**config.mk**
```make
export PLATFORM = sky130hd
export DESIGN_NAME = draw_rect_flat
export DESIGN_NICKNAME = d
export VERILOG_FILES = /design/src/rtl/vga_if.sv /design/src/rtl/draw_rect.sv /design/src/flat_wrapper.sv
export SDC_FILE = /design/constraint.sdc
export NUM_CORES = 1
export LEC_CHECK = 0
export CELL_PAD_IN_SITES_DETAIL_PLACEMENT = 0
export CELL_PAD_IN_SITES_GLOBAL_PLACEMENT = 1
export CORE_MARGIN = 4
export CORE_UTILIZATION = 37
export DETAILED_ROUTE_END_ITERATION = 8
export PLACE_DENSITY_LB_ADDON = 0.1
export SLEW_MARGIN = 0
export SYNTH_ARGS = -nofsm -noshare
export SYNTH_HDL_FRONTEND = slang
export SYNTH_SLANG_ARGS = --single-unit
export TNS_END_PERCENT = 30
```
**constraint.sdc**
```tcl
create_clock -name clk -period 4.6 [get_ports clk]
set_clock_uncertainty 0.1 [all_clocks]
set_input_delay 1.38 -clock clk [delete_from_list [all_inputs] [get_ports clk]]
set_output_delay 1.38 -clock clk [all_outputs]
set_load 0.05 [all_outputs]
```
**src/rtl/vga_if.sv**
```systemverilog
// rtl/vga_if.sv - VGA timing/pixel bundle passed between draw stages
interface vga_if;
    logic [10:0] hcount;
    logic [10:0] vcount;
    logic        hblnk;
    logic        vblnk;
    logic        hsync;
    logic        vsync;
    logic [11:0] rgb;

    modport in  (input  hcount, vcount, hblnk, vblnk, hsync, vsync, rgb);
    modport out (output hcount, vcount, hblnk, vblnk, hsync, vsync, rgb);
endinterface

```
**src/rtl/draw_rect.sv**
```systemverilog
// rtl/draw_rect.sv - two-stage overlay painting a solid rectangle; DRAW_RECT_FRAME_LATCH_EN latches position at vblank
module draw_rect #(
    parameter int unsigned RECT_W     = 48,
    parameter int unsigned RECT_H     = 64,
    parameter logic [11:0] RECT_COLOR = 12'hF0F
) (
    input  logic        clk,
    input  logic        rst,
    input  logic [11:0] xpos,
    input  logic [11:0] ypos,
    vga_if.in           vga_in,
    vga_if.out          vga_out
);
    localparam logic [12:0] W13 = 13'(RECT_W);
    localparam logic [12:0] H13 = 13'(RECT_H);

    logic [11:0] xa;
    logic [11:0] ya;

`ifdef DRAW_RECT_FRAME_LATCH_EN
    // Position is sampled once per frame at the start of vertical blank so the
    // rectangle never tears while the beam is in the active area.
    logic vblnk_prev;

    always_ff @(posedge clk) begin
        if (!rst) begin
            xa         <= 12'd0;
            ya         <= 12'd0;
            vblnk_prev <= 1'b0;
        end else begin
            if (vga_in.vblnk && !vblnk_prev) begin
                xa <= xpos;
                ya <= ypos;
            end
            vblnk_prev <= vga_in.vblnk;
        end
    end
`else
    assign xa = xpos;
    assign ya = ypos;
`endif

    logic [12:0] h13;
    logic [12:0] v13;
    logic [12:0] x_end;
    logic [12:0] y_end;
    logic        hit;

    // 13-bit sums keep a rectangle near the right/bottom edge from wrapping to 0.
    always_comb begin
        h13   = {2'b00, vga_in.hcount};
        v13   = {2'b00, vga_in.vcount};
        x_end = {1'b0, xa} + W13;
        y_end = {1'b0, ya} + H13;
        hit   = (h13 >= {1'b0, xa}) && (h13 < x_end) &&
                (v13 >= {1'b0, ya}) && (v13 < y_end);
    end

    logic [10:0] hcount_s1;
    logic [10:0] vcount_s1;
    logic        hblnk_s1;
    logic        vblnk_s1;
    logic        hsync_s1;
    logic        vsync_s1;
    logic [11:0] rgb_s1;
    logic        hit_s1;

    always_ff @(posedge clk) begin
        if (!rst) begin
            hcount_s1 <= 11'd0;
            vcount_s1 <= 11'd0;
            hblnk_s1  <= 1'b0;
            vblnk_s1  <= 1'b0;
            hsync_s1  <= 1'b0;
            vsync_s1  <= 1'b0;
            rgb_s1    <= 12'h000;
            hit_s1    <= 1'b0;
        end else begin
            hcount_s1 <= vga_in.hcount;
            vcount_s1 <= vga_in.vcount;
            hblnk_s1  <= vga_in.hblnk;
            vblnk_s1  <= vga_in.vblnk;
            hsync_s1  <= vga_in.hsync;
            vsync_s1  <= vga_in.vsync;
            rgb_s1    <= vga_in.rgb;
            hit_s1    <= hit;
        end
    end

    logic [11:0] rgb_nxt;

    always_comb begin
        rgb_nxt = rgb_s1;
        if (hblnk_s1 || vblnk_s1) begin
            rgb_nxt = 12'h000;
        end else if (hit_s1) begin
            rgb_nxt = RECT_COLOR;
        end
    end

    always_ff @(posedge clk) begin
        if (!rst) begin
            vga_out.hcount <= 11'd0;
            vga_out.vcount <= 11'd0;
            vga_out.hblnk  <= 1'b0;
            vga_out.vblnk  <= 1'b0;
            vga_out.hsync  <= 1'b0;
            vga_out.vsync  <= 1'b0;
            vga_out.rgb    <= 12'h000;
        end else begin
            vga_out.hcount <= hcount_s1;
            vga_out.vcount <= vcount_s1;
            vga_out.hblnk  <= hblnk_s1;
            vga_out.vblnk  <= vblnk_s1;
            vga_out.hsync  <= hsync_s1;
            vga_out.vsync  <= vsync_s1;
            vga_out.rgb    <= rgb_nxt;
        end
    end
endmodule

```
**src/flat_wrapper.sv**
```systemverilog
// flat-port wrapper written by rule: the top's interface ports become plain ports
module draw_rect_flat 
#(
    parameter int unsigned RECT_W     = 48,
    parameter int unsigned RECT_H     = 64,
    parameter logic [11:0] RECT_COLOR = 12'hF0F
)
  (clk, rst, xpos, ypos, vga_in_hcount, vga_in_vcount, vga_in_hblnk, vga_in_vblnk, vga_in_hsync, vga_in_vsync, vga_in_rgb, vga_out_hcount, vga_out_vcount, vga_out_hblnk, vga_out_vblnk, vga_out_hsync, vga_out_vsync, vga_out_rgb);
  vga_if vga_in_i ();
  vga_if vga_out_i ();
  input  logic clk;
  input  logic rst;
  input  logic [11:0] xpos;
  input  logic [11:0] ypos;
  input wire logic [$bits(vga_in_i.hcount)-1:0] vga_in_hcount;
  input wire logic [$bits(vga_in_i.vcount)-1:0] vga_in_vcount;
  input wire logic [$bits(vga_in_i.hblnk)-1:0] vga_in_hblnk;
  input wire logic [$bits(vga_in_i.vblnk)-1:0] vga_in_vblnk;
  input wire logic [$bits(vga_in_i.hsync)-1:0] vga_in_hsync;
  input wire logic [$bits(vga_in_i.vsync)-1:0] vga_in_vsync;
  input wire logic [$bits(vga_in_i.rgb)-1:0] vga_in_rgb;
  output wire logic [$bits(vga_out_i.hcount)-1:0] vga_out_hcount;
  output wire logic [$bits(vga_out_i.vcount)-1:0] vga_out_vcount;
  output wire logic [$bits(vga_out_i.hblnk)-1:0] vga_out_hblnk;
  output wire logic [$bits(vga_out_i.vblnk)-1:0] vga_out_vblnk;
  output wire logic [$bits(vga_out_i.hsync)-1:0] vga_out_hsync;
  output wire logic [$bits(vga_out_i.vsync)-1:0] vga_out_vsync;
  output wire logic [$bits(vga_out_i.rgb)-1:0] vga_out_rgb;
  assign vga_in_i.hcount = vga_in_hcount;
  assign vga_in_i.vcount = vga_in_vcount;
  assign vga_in_i.hblnk = vga_in_hblnk;
  assign vga_in_i.vblnk = vga_in_vblnk;
  assign vga_in_i.hsync = vga_in_hsync;
  assign vga_in_i.vsync = vga_in_vsync;
  assign vga_in_i.rgb = vga_in_rgb;
  assign vga_out_hcount = vga_out_i.hcount;
  assign vga_out_vcount = vga_out_i.vcount;
  assign vga_out_hblnk = vga_out_i.hblnk;
  assign vga_out_vblnk = vga_out_i.vblnk;
  assign vga_out_hsync = vga_out_i.hsync;
  assign vga_out_vsync = vga_out_i.vsync;
  assign vga_out_rgb = vga_out_i.rgb;
  draw_rect #(.RECT_W(RECT_W), .RECT_H(RECT_H), .RECT_COLOR(RECT_COLOR)) u_core (.clk(clk), .rst(rst), .xpos(xpos), .ypos(ypos), .vga_in(vga_in_i), .vga_out(vga_out_i));
endmodule
```
== Word level (Yosys, flattened, before mapping) ==
Cells that the tools add are included.
Cells by class
  magnitude comparators: 4
  multiplexer cells: 1
  bitwise operators: 1
  reductions and logical operators: 6
  add/subtract/negate cells: 2
Operators with widths (number)
  $lt 11x13->1: 2
  $ge 11x12->1: 2
  $add 12x6->13 const B: 1
  $add 12x7->13 const B: 1
  $mux 12: 1
  $logic_and 1x1->1: 3
  $reduce_or 3->1: 1
  $reduce_or 2->1: 1
  $logic_or 1x1->1: 1
  $not 1->1: 1
Word-level totals
  bits of input ports: 64
  register bits: 77
  logic and storage cells: 30

== Logic depth before layout (Yosys ltp) ==
Gate-level depths: netlist of the first run.
  depth in word-level cells: 5
  gate-level depth with buffers: 10
  mapped depth without buffers: 10

== Worst setup path after synthesis of the first run ==
OpenSTA, ideal clock, no wires.
  path type: input -> register
  start point: input port xpos[4]
  end point: register u_core.hit_s1
  cell stages on the path: 9
  path slack: 1.534 ns
  library setup time: 0.124 ns
  required time: 4.376 ns
  path buffers: 0
  arrival: 2.842 ns
  cells stage by stage: inv_1 > ha_1 > nor3_1 > xnor2_1 > ha_1 > nand4_1 > a211o_1 > a211oi_1 > nor4_2
On the way
  word-level cells in the longest chain between the ends: 5
  elaborated cells on any way between the ends: 6
  classes of those cells: add/sub: 1; order compare: 2; reduce/logical: 3
Ends and longest elaborated chain
  from (decl): line flat_wrapper.sv:13  | input logic [11:0] xpos;
  $add 12x6->13: line draw_rect.sv:53  | x_end = {1'b0, xa} + W13;
  $lt 11x13->1: line draw_rect.sv:55  | hit = (h13 >= {1'b0, xa}) && (h13 < x_end) &&
  $logic_and 1x1->1 * (2 in a row): line draw_rect.sv:55
  $logic_and 1x1->1 *: line draw_rect.sv:56  | (v13 >= {1'b0, ya}) && (v13 < y_end);
  to (signal assigned): line draw_rect.sv:86  | hit_s1 <= hit;
  to (decl): line draw_rect.sv:66  | logic hit_s1;
Every way passes the cells marked *; elsewhere a longest branch is shown, timed or not.
A chain may end at the register's enable or synchronous reset.

== Worst setup path after layout of the first run ==
Same ends and word-level chain as after synthesis.

==> metrics.txt, run 1 <==
status finished, final reports clean; Post-synth top cells 77 x dfxtp_1, 68 x and2_1, 36 x ha_1, 25 x inv_1, 11 x a21oi_1; H-tree levels 3; max-cap viol count 0; Slew Limit Fails 0; top cell type's share of synthesized area 0.495; fin crit share 0.753; Post-CTS Setup Inserts 0; Worst VDD drop 0.000125 V; Multi-input gate area between 1000 and 1500 sq um; Area Overhead vs Synth 41.5%; Yosys reg bits 77; number of diodes 0; Routed Antenna Nets 0; Synth cell types 32; clock share of power 0.313; hold crit path type flip-flop to flip-flop; clk_lat worst skew 0.33 ns; top-count cell post-synth dfxtp_1; grt total ovfl 0; RSZ-0062 raised after global routing false; Final setup viols 0; largest family of logic cells by synthesized area simple AND/OR/NAND/NOR gates; final net count 507; num rows 33; Rel. slew slack 0.638; Longest Clk Path Bufs 2; Non-Filler Instances about 520; Cells after DPL roughly 500; min cycle time layout 3.46 ns; die footprint around 10000 sq um; post-CTS resize count 0; Residual DRC 0; Final Hold Viols 0; Simple-Gate Fraction of Synth Area 0.196; post-layout util 0.537; total wire length about 6300 um; number of synthesized flops with an enable pin 0; CP Capture Type flip-flop; Pre-antenna DRT Iters 4; post-synthesis mux area share 0.00361; Die Width 99.8 um; worst reg2reg path depth 3; post-synthesis compound-gate area fraction 0.0996; Initial Util 0.379; cell count after synthesis a little over 300; Post-synth ARST share 0; Worst Hold Depth 1; Via density between 4 and 5; Mapped Area a little over 3000 sq um; P per Cell Area 317 nW/um^2; Worst-path clk slew 0.08 ns; CP required 4.72 ns; cell internal pwr ~0.0010 W; power share of the combinational group 0.184; Reg power frac 0.503; Fin Hold WS between 0.3 and 0.4 ns; FF+latch area 1540 sq um; LEAKAGE ~1.9 nW; DP HPWL 5050 um; port bufs 101; gr usage total 0.132; Syn Nets 402; core area 8220 sq um; Crit Path Max Fanout 4; pre-CTS setup slack 0.771 ns; Area contributors post-synth dfxtp_1 49%, ha_1 14%, and2_1 14%; total negative slack 0 ns; FMAX roughly 290 MHz; Worst-Margin Slew 0.540 ns; Sw Ratio 0.260; Post-CTS Hold Buffers 0; Fillers 757; number of global-route vias before repair 2270; Post-Syn Area per Cell 10.3 sq um; via count 2271; DR WL/cell 12.3 um; clock sink total 77; CP startpoint kind input pin; Die Y around 100 um; Routability Congestion just under 0.8; Psw approximately 0.00036 W; Final WS setup 1.14 ns; CTS tree yes; adder-cell share of the synthesized area 0.145; CTS root buf clkbuf_8; first-pass GRT wire length around 10000 um; layout cell share with drive strength beyond 1 0.0510; Num CTS Buffers 9; initial drt markers approximately 110; io pins roughly 100; CP arrival 3.59 ns; Most used DFF post-synth dfxtp_1; initial antenna violation count 0; xor and xnor area share after synthesis 0.0225; Seq/Total Area, Yosys 0.495; Yosys warnings 0; post-synth top area cell dfxtp_1; pin count of the biggest net entering global routing 67; WS Path Type input pin to flip-flop
==> cell type report <==
type | instances | area share
clock buffers | 11 | 0.0321
multi-input cells | 192 | 0.329
repair buffers | 102 | 0.230
flip-flops and latches | 77 | 0.350
clock inverters | 5 | 0.00823
well taps | 105 | 0.0298
inverters | 25 | 0.0213
==> metrics by stage <==
step / cell area [sq um] / power [W]
floorplan: 3120 / 0.000865
global placement: 4230 / 0.000978
detailed placement: 4230 / 0.000979
CTS: 4410 / 0.00142
global route: 4410 / 0.00148
finish: 4410 / 0.00140
==> final timing paths <==
check | from | end | slack [ns]
max | xpos[4] | u_core.hit_s1$_SDFF_PN0_ | 1.14
min reg2reg | u_core.rgb_s1[7]$_SDFF_PN0_ | u_core.vga_out.rgb[7]$_SDFF_PP0_ | 0.32
max reg2reg | u_core.vblnk_s1$_SDFF_PN0_ | u_core.vga_out.rgb[6]$_SDFF_PP0_ | 3.19
min | u_core.rgb_s1[7]$_SDFF_PN0_ | u_core.vga_out.rgb[7]$_SDFF_PP0_ | 0.32
==> state kept, by name, indices dropped and copies added (netlist names), 11 cells and up <==
register / cells
u_core.rgb_s1: 12
u_core.vga_out.rgb: 12
u_core.hcount_s1: 11
u_core.vcount_s1: 11
u_core.vga_out.hcount: 11
u_core.vga_out.vcount: 11
==> placed cells by master, fill, tap and decap left out, types with 2 or more instances in the layout <==
cell type and count:
dfxtp_1 77, nor2_1 6, a211oi_1 4, clkbuf_8 10
nand2b_1 2, clkdlybuf4s50_1 100, a21o_1 5, o2111ai_1 2
nand4_1 4, o21ai_0 6, ha_1 36, nor3_1 3
nor2b_1 3, a21oi_1 11, inv_1 25, nand3_1 5
o211ai_1 3, o21a_1 10, and2_1 68, clkinvlp_4 3
xnor2_1 7, nand2_1 5
==> per-layer routing <==
| layer | vias to the layer above | track usage | routed length [um] |
|---|---|---|---|
| li1 | 1217 | - | - |
| met1 | 975 | 0.178 | 3150 |
| met2 | 71 | 0.199 | 2690 |
| met3 | 8 | 0.0222 | 399 |
| met4 | 0 | 0.0756 | 101 |
| met5 | - | 0 | 0 |
==> power groups by stage <==
stage	clock [W]	sequential [W]	combinational, W
6_report	0.000438	0.000704	0.000257
3_3_place_gp	0	0.000719	0.000259
5_1_grt	0.000484	0.000707	0.000285
2_1_floorplan	0	0.000764	0.000102
4_1_cts	0.000457	0.000704	0.000261
3_5_place_dp	0	0.000719	0.000260
==> cell families (layout without fill, tap and decap cells) <==
family / count (synthesis) / count (layout)
simple gates: 101 / 101
flops: 77 / 77
compound gates: 46 / 46
fa+ha+maj: 36 / 36
buf+inv: 33 / 143
xor+xnor: 8 / 8
mux: 1 / 1
==> critical path, cell delays in order <==
cell and delay [ns]:
clkdlybuf4s50_1 0.52, inv_1 0.09, ha_1 0.25, nor3_1 0.21, xnor2_1 0.10, ha_1 0.30, nand4_1 0.11, a211o_1 0.28
a211oi_1 0.27, nor4_2 0.08
Power figures use the tool's default switching activity.
==> run 2, diff against run 1 <==
--- a/config.mk
+++ b/config.mk
@@ -8,7 +8,7 @@
 export CELL_PAD_IN_SITES_DETAIL_PLACEMENT = 0
 export CELL_PAD_IN_SITES_GLOBAL_PLACEMENT = 1
 export CORE_MARGIN = 4
-export CORE_UTILIZATION = 37
+export CORE_UTILIZATION = 31
 export DETAILED_ROUTE_END_ITERATION = 8
 export PLACE_DENSITY_LB_ADDON = 0.1
 export SLEW_MARGIN = 0
==> constraint.sdc (replaced) <==
create_clock -name clk -period 2.8 [get_ports clk]
set_clock_uncertainty 0.1 [all_clocks]
set_input_delay 0.84 -clock clk [delete_from_list [all_inputs] [get_ports clk]]
set_output_delay 0.84 -clock clk [all_outputs]
set_load 0.05 [all_outputs]
==> run 2 against run 1 <==
  * Critical path depth shrank 2
  * Highest routed layer unchanged
  * Routed wire length grew 11%
  * Global-route usage shrank 1.0 points
==> metrics.txt, run 2 (synthesized netlist as in run 1, its figures left out) <==
status finished, final reports clean; Sw Ratio 0.281 (+0.0208); largest registers u_core.rgb_s1: 12 flops, u_core.vga_out.rgb: 12 flops; io pins 102 (unchanged); clock share of power 0.322 (+0.009); cell internal pwr 0.00172 W (+66%); P per Cell Area 514 nW/um^2 (+62%); H-tree levels 3 (unchanged); Longest Clk Path Bufs 2 (unchanged); Fillers 961 (+27%); CTS tree yes; Cells after DPL 550 (+9.8%); via count 2413 (+6.3%); Slew Limit Fails 0 (unchanged); FF+latch area 1540 sq um (unchanged); power share of the combinational group 0.194 (+0.010); Initial Util 0.319 (-0.0605); Area Overhead vs Synth 49.2%; number of global-route vias before repair 2362 (+4.1%); clock sink total 77 (unchanged); Routability Congestion 0.894 (+16%); Final Instance Area 4650 sq um (+5.5%); fin crit share 0.936; LEAKAGE 2.02 nW (+7.1%); Worst VDD drop 0.000259 V (+110%); port bufs 101 (unchanged); clk_lat worst skew 0.33 ns (about the same); initial drt markers 29 (-73%); layout cell share with drive strength beyond 1 0.113 (+0.0619); most frequent cells in the layout 98 x clkdlybuf4s50_1, 77 x dfxtp_1, 68 x and2_1, 35 x ha_1, 24 x inv_1; core area 9770 sq um (+19%); final net count 529 (+4.3%); Psw 0.000671 W (+84%); total negative slack 0 ns (unchanged); num rows 36 (+9.1%); Rel. slew slack 0.636 (-0.00238); min cycle time layout 2.62 ns; worst-case register-to-register setup slack 1.62 ns (-1.57 ns); Num CTS Buffers 9 (unchanged); pre-CTS setup slack -0.440 ns (-1.21 ns); Crit Path Max Fanout 4 (unchanged); Residual DRC 0 (unchanged); number of diodes 0 (unchanged); CP Capture Type flip-flop; hold crit path type flip-flop to flip-flop; grt total ovfl 0 (unchanged); gr usage total 0.122 (-0.0100); Reg power frac 0.484 (-0.019); most common cell after layout, fill and taps aside clkdlybuf4s50_1; RSZ-0062 raised after global routing false; Die Y 108 um (+8.5%); CP required 2.95 ns (-1.77 ns); die footprint 11700 sq um (+18%); pin count of the biggest net entering global routing 66 (-1.5%); Multi-input gate area 1480 sq um (+2.2%); Die Width 108 um (+8.5%); WS Path Type input pin to flip-flop; CP arrival 2.77 ns (-0.82 ns); CP startpoint kind input pin; Non-Filler Instances 567 (+9.7%); Routed Antenna Nets 0 (unchanged); Via density 4.26 (-3.1%); DP HPWL 5530 um (+9.5%); Final Hold Viols 0 (unchanged); initial antenna violation count 0 (unchanged); Worst Hold Depth 1 (unchanged); worst reg2reg path depth 4 (+1); CTS root buf clkbuf_8; Post-DP Area 4420 sq um (+4.6%); max-cap viol count 0 (unchanged); Pre-antenna DRT Iters 5 (+1); FMAX roughly 380 MHz; Worst-Margin Slew 0.545 ns (+0.00423 ns); post-layout util 0.476 (-0.0608); total wire length 7030 um (+11%); DR WL/cell 12.4 um (+1.1%); Final setup viols 0 (unchanged); Worst-path clk slew 0.09 ns (about the same); Final WS setup 0.180 ns (-0.956 ns); first-pass GRT wire length 11100 um (+7.6%)
## run 2: cell count changes in the layout (fill, tap and decap cells not counted), sizes merged
cell           change
buf               +22
clkbuf             -2
clkdlybuf4s50      -2
clkinv             -1
clkinvlp           -1
dlymetal6s2s       +2
inv                +4
## run 2: final timing paths
path / startpoint / endpoint
max: ypos[6] / u_core.hit_s1$_SDFF_PN0_
min: u_core.vcount_s1[6]$_SDFF_PN0_ / u_core.vga_out.vcount[6]$_SDFF_PN0_
max reg2reg: u_core.vblnk_s1$_SDFF_PN0_ / u_core.vga_out.rgb[7]$_SDFF_PP0_
min reg2reg: u_core.vcount_s1[6]$_SDFF_PN0_ / u_core.vga_out.vcount[6]$_SDFF_PN0_
## run 2: layout make-up
| type | count | share of cell area |
|---|---|---|
| sequential | 77 | 0.331 |
| multi-input combinational | 192 | 0.319 |
| clock buffer | 9 | 0.0266 |
| timing repair buffer | 124 | 0.255 |
| clock inverter | 7 | 0.0124 |
| tap | 133 | 0.0358 |
| inverter | 25 | 0.0202 |
## run 2: routing by layer
layer / global-route usage / vias up / share of wire
met5: 0 / - / 0
met4: 0.0433 / 0 / 0.015
met3: 0.0328 / 11 / 0.064
met2: 0.199 / 66 / 0.48
met1: 0.154 / 1074 / 0.44
li1: - / 1262 / -
## run 2: what timing repair did
action / in CTS / in global routing
buffers inserted: 0 / 1
hold buffers: 0 / 0
gates resized for setup: 2 / 8
setup endpoints to repair: 1 / 1
pin swaps: 0 / 5
## run 2: metrics by stage
| step | total power [W] | hold slack (ns) |
|---|---|---|
| after detailed placement | 0.00164 | 0.313 |
| final | 0.00239 | 0.322 |
| after floorplan | 0.00142 | 0.305 |
| after CTS | 0.00243 | 0.322 |
| after global routing | 0.00253 | 0.342 |
| after global placement | 0.00163 | 0.308 |
## run 2: worst max-delay path, stage by stage
cell and delay (ns):
clkdlybuf4s50_1 0.52, inv_1 0.06, ha_1 0.29, nor2b_1 0.05, or4_1 0.40, o2111ai_1 0.20
a31oi_1 0.14, nor4_2 0.28
## run 2: power by group through the flow
stage	Combinational (W)	Sequential (W)	Clock, W
finish	0.000463	0.00116	0.000770
global route	0.000509	0.00116	0.000857
CTS	0.000460	0.00116	0.000809
detailed placement	0.000455	0.00118	0
global placement	0.000452	0.00118	0
floorplan	0.000167	0.00125	0
==> run 3, diff against run 2 <==
--- a/config.mk
+++ b/config.mk
@@ -8,7 +8,7 @@
 export CELL_PAD_IN_SITES_DETAIL_PLACEMENT = 0
 export CELL_PAD_IN_SITES_GLOBAL_PLACEMENT = 1
 export CORE_MARGIN = 4
-export CORE_UTILIZATION = 31
+export CORE_UTILIZATION = 37
 export DETAILED_ROUTE_END_ITERATION = 8
 export PLACE_DENSITY_LB_ADDON = 0.1
 export SLEW_MARGIN = 0
==> constraint.sdc (replaced) <==
create_clock -name clk -period 3.3 [get_ports clk]
set_clock_uncertainty 0.1 [all_clocks]
set_input_delay 0.99 -clock clk [delete_from_list [all_inputs] [get_ports clk]]
set_output_delay 0.99 -clock clk [all_outputs]
set_load 0.05 [all_outputs]
==> run 3 against run 2 <==
  * Critical path depth rose by 2
  * Sequential share of layout area is 1.2 points higher
  * Via count fell by 6.1%
  * Clock-buffer cell count grew 3
  * Non-clock buffer count is 18 lower
  * Critical path type unchanged
  * Highest routed layer unchanged
==> metrics.txt, run 3 (synthesized netlist as in run 1, its figures left out) <==
status finished, final reports clean; FF+latch area 1540 sq um (unchanged); DP HPWL 5100 um (-7.8%); pin count of the biggest net entering global routing 66 (unchanged); clk_lat worst skew 0.33 ns (about the same); io pins 102 (unchanged); P per Cell Area 469 nW/um^2 (-8.7%); CP arrival 3.09 ns (+0.32 ns); port bufs 101 (unchanged); Slew Limit Fails 0 (unchanged); Worst-path clk slew 0.07 ns (-0.02 ns); Crit-path slowest cell clkdlybuf4s50_1; grt total ovfl 0 (unchanged); Fin Hold WS 0.327 ns (+0.00472 ns); Num CTS Buffers 9 (unchanged); worst reg2reg path depth 4 (unchanged); WS Path Type input pin to flip-flop; Post-CTS Setup Inserts 0 (unchanged); cell internal pwr 0.00162 W (-5.8%); Routability Congestion 0.793 (-11%); Final Hold Viols 0 (unchanged); via count 2267 (-6.1%); Die Y 99.8 um (-7.8%); pre-CTS setup slack -0.0340 ns (+0.406 ns); Routed Antenna Nets 0 (unchanged); gr usage total 0.131 (+0.00928); min cycle time layout 2.98 ns; worst-case register-to-register setup slack 2.09 ns (+0.47 ns); fin crit share 0.903; LEAKAGE 1.94 nW (-4.0%); Rel. slew slack 0.641 (+0.00482); Initial Util 0.379 (+0.0605); delay-heaviest family, CP buffers and inverters; clock sink total 77 (unchanged); worst reg2reg path startpoint u_core.vblnk_s1$_SDFF_PN0_; M1 GR Usage 0.178 (+0.0232); Critical Path Max Stage Delay 0.50 ns (-0.02 ns); Final WS setup 0.320 ns (+0.140 ns); layout cell share with drive strength beyond 1 0.0601 (-0.0528); Pre-antenna DRT Iters 4 (-1); Final setup viols 0 (unchanged); Min-Delay Endpoint u_core.vga_out.hcount[7]$_SDFF_PN0_; Residual DRC 0 (unchanged); most frequent cells in the layout 100 x clkdlybuf4s50_1, 77 x dfxtp_1, 68 x and2_1, 36 x ha_1, 25 x inv_1; post-CTS resize count 0 (-2); WP buf/inv 2 (unchanged); CP startpoint kind input pin; CP Capture Type flip-flop; die footprint 9960 sq um (-15%); Via density 4.35 (+2.2%); CTS root buf clkbuf_8; hold crit path type flip-flop to flip-flop; Crit Path Max Fanout 4 (unchanged); Multi-input gate area 1450 sq um (-2.2%); first-pass GRT wire length 10300 um (-7.5%); Worst VDD drop 0.000174 V (-33%); CTS tree yes; Longest Clk Path Bufs 2 (unchanged); total wire length 6420 um (-8.7%); clock share of power 0.362 (+0.040); initial antenna violation count 0 (unchanged); FMAX 336 MHz; Reg2Reg Capture Point u_core.vga_out.rgb[7]$_SDFF_PP0_; final net count 511 (-3.4%); Worst-Margin Slew 0.537 ns (-0.00720 ns); Fillers 769 (-20%); power share of the combinational group 0.172 (-0.022); DR WL/cell 12.3 um (-0.69%); Psw 0.000487 W (-27%); largest registers u_core.rgb_s1: 12 flops, u_core.vga_out.rgb: 12 flops; number of global-route vias before repair 2203 (-6.7%); GR Layer Usage met2 0.202 (+0.00271); M3 GR Usage 0.0313 (-0.00156); crit-path cells clkdlybuf4s50_1, inv_1, ha_1, nor3_1, xnor2_1, ha_1, nand4_1, a211o_1, a211oi_1, nor4_2; number of diodes 0 (unchanged); Worst Hold Depth 1 (unchanged); Reg power frac 0.466 (-0.018); Post-CTS Hold Buffers 0 (unchanged); Die Width 99.8 um (-7.8%); RSZ-0062 raised after global routing false; most common cell after layout, fill and taps aside clkdlybuf4s50_1; Most Used Layer, Global Route met2; num rows 33 (-8.3%); H-tree levels 3 (unchanged); Most common cell on crit path ha_1; core area 8220 sq um (-16%); max-cap viol count 0 (unchanged); hold_sp u_core.hcount_s1[7]$_SDFF_PN0_; Sw Ratio 0.231 (-0.0494); initial drt markers 99 (+240%); CP required 3.41 ns (+0.46 ns); Area Overhead vs Synth 44.0%
## run 3: worst max path at each step
stage	slack, ns	from	depth (start not counted)	end
final	0.32	xpos[5]	10	u_core.hit_s1$_SDFF_PN0_
after global routing	0.06	xpos[5]	10	u_core.hit_s1$_SDFF_PN0_
after CTS	0.33	xpos[5]	10	u_core.hit_s1$_SDFF_PN0_
after detailed placement	-0.03	xpos[5]	10	u_core.hit_s1$_SDFF_PN0_
after global placement	0.03	xpos[5]	10	u_core.hit_s1$_SDFF_PN0_
after floorplan	0.62	xpos[4]	9	u_core.hit_s1$_SDFF_PN0_
## run 3: layer usage
layer,vias up,wire (um)
met5,-,0
met4,0,87
met3,9,397
met2,74,2760
met1,956,3170
li1,1228,-
## run 3: power by group through the flow
stage / Combinational, W / Clock (W) / Sequential (W)
after floorplan: 0.000142 / 0 / 0.00106
after global placement: 0.000364 / 0 / 0.00100
after detailed placement: 0.000366 / 0 / 0.00100
after CTS: 0.000368 / 0.000794 / 0.000981
after global routing: 0.000399 / 0.000836 / 0.000985
final: 0.000363 / 0.000761 / 0.000981
## run 3: layout make-up
class / count / area share
Clock buffer: 12 / 0.0346
Clock inverter: 4 / 0.0156
Inverter: 25 / 0.0209
Multi-Input combinational cell: 192 / 0.323
Sequential cell: 77 / 0.344
Tap cell: 105 / 0.0293
Timing Repair Buffer: 106 / 0.233
## run 3: metrics by stage
| stage | utilization | cells | power [W] | area [sq um] | setup TNS, ns |
|---|---|---|---|---|---|
| finish | 0.546 | 521 | 0.00210 | 4490 | 0 |
| global route | 0.546 | 521 | 0.00222 | 4490 | 0 |
| detailed placement | 0.519 | 505 | 0.00137 | 4260 | -0.0340 |
| CTS | 0.546 | 521 | 0.00214 | 4490 | 0 |
| floorplan | - | 302 | 0.00121 | 3120 | 0 |
| global placement | 0.519 | 505 | 0.00137 | 4260 | 0 |
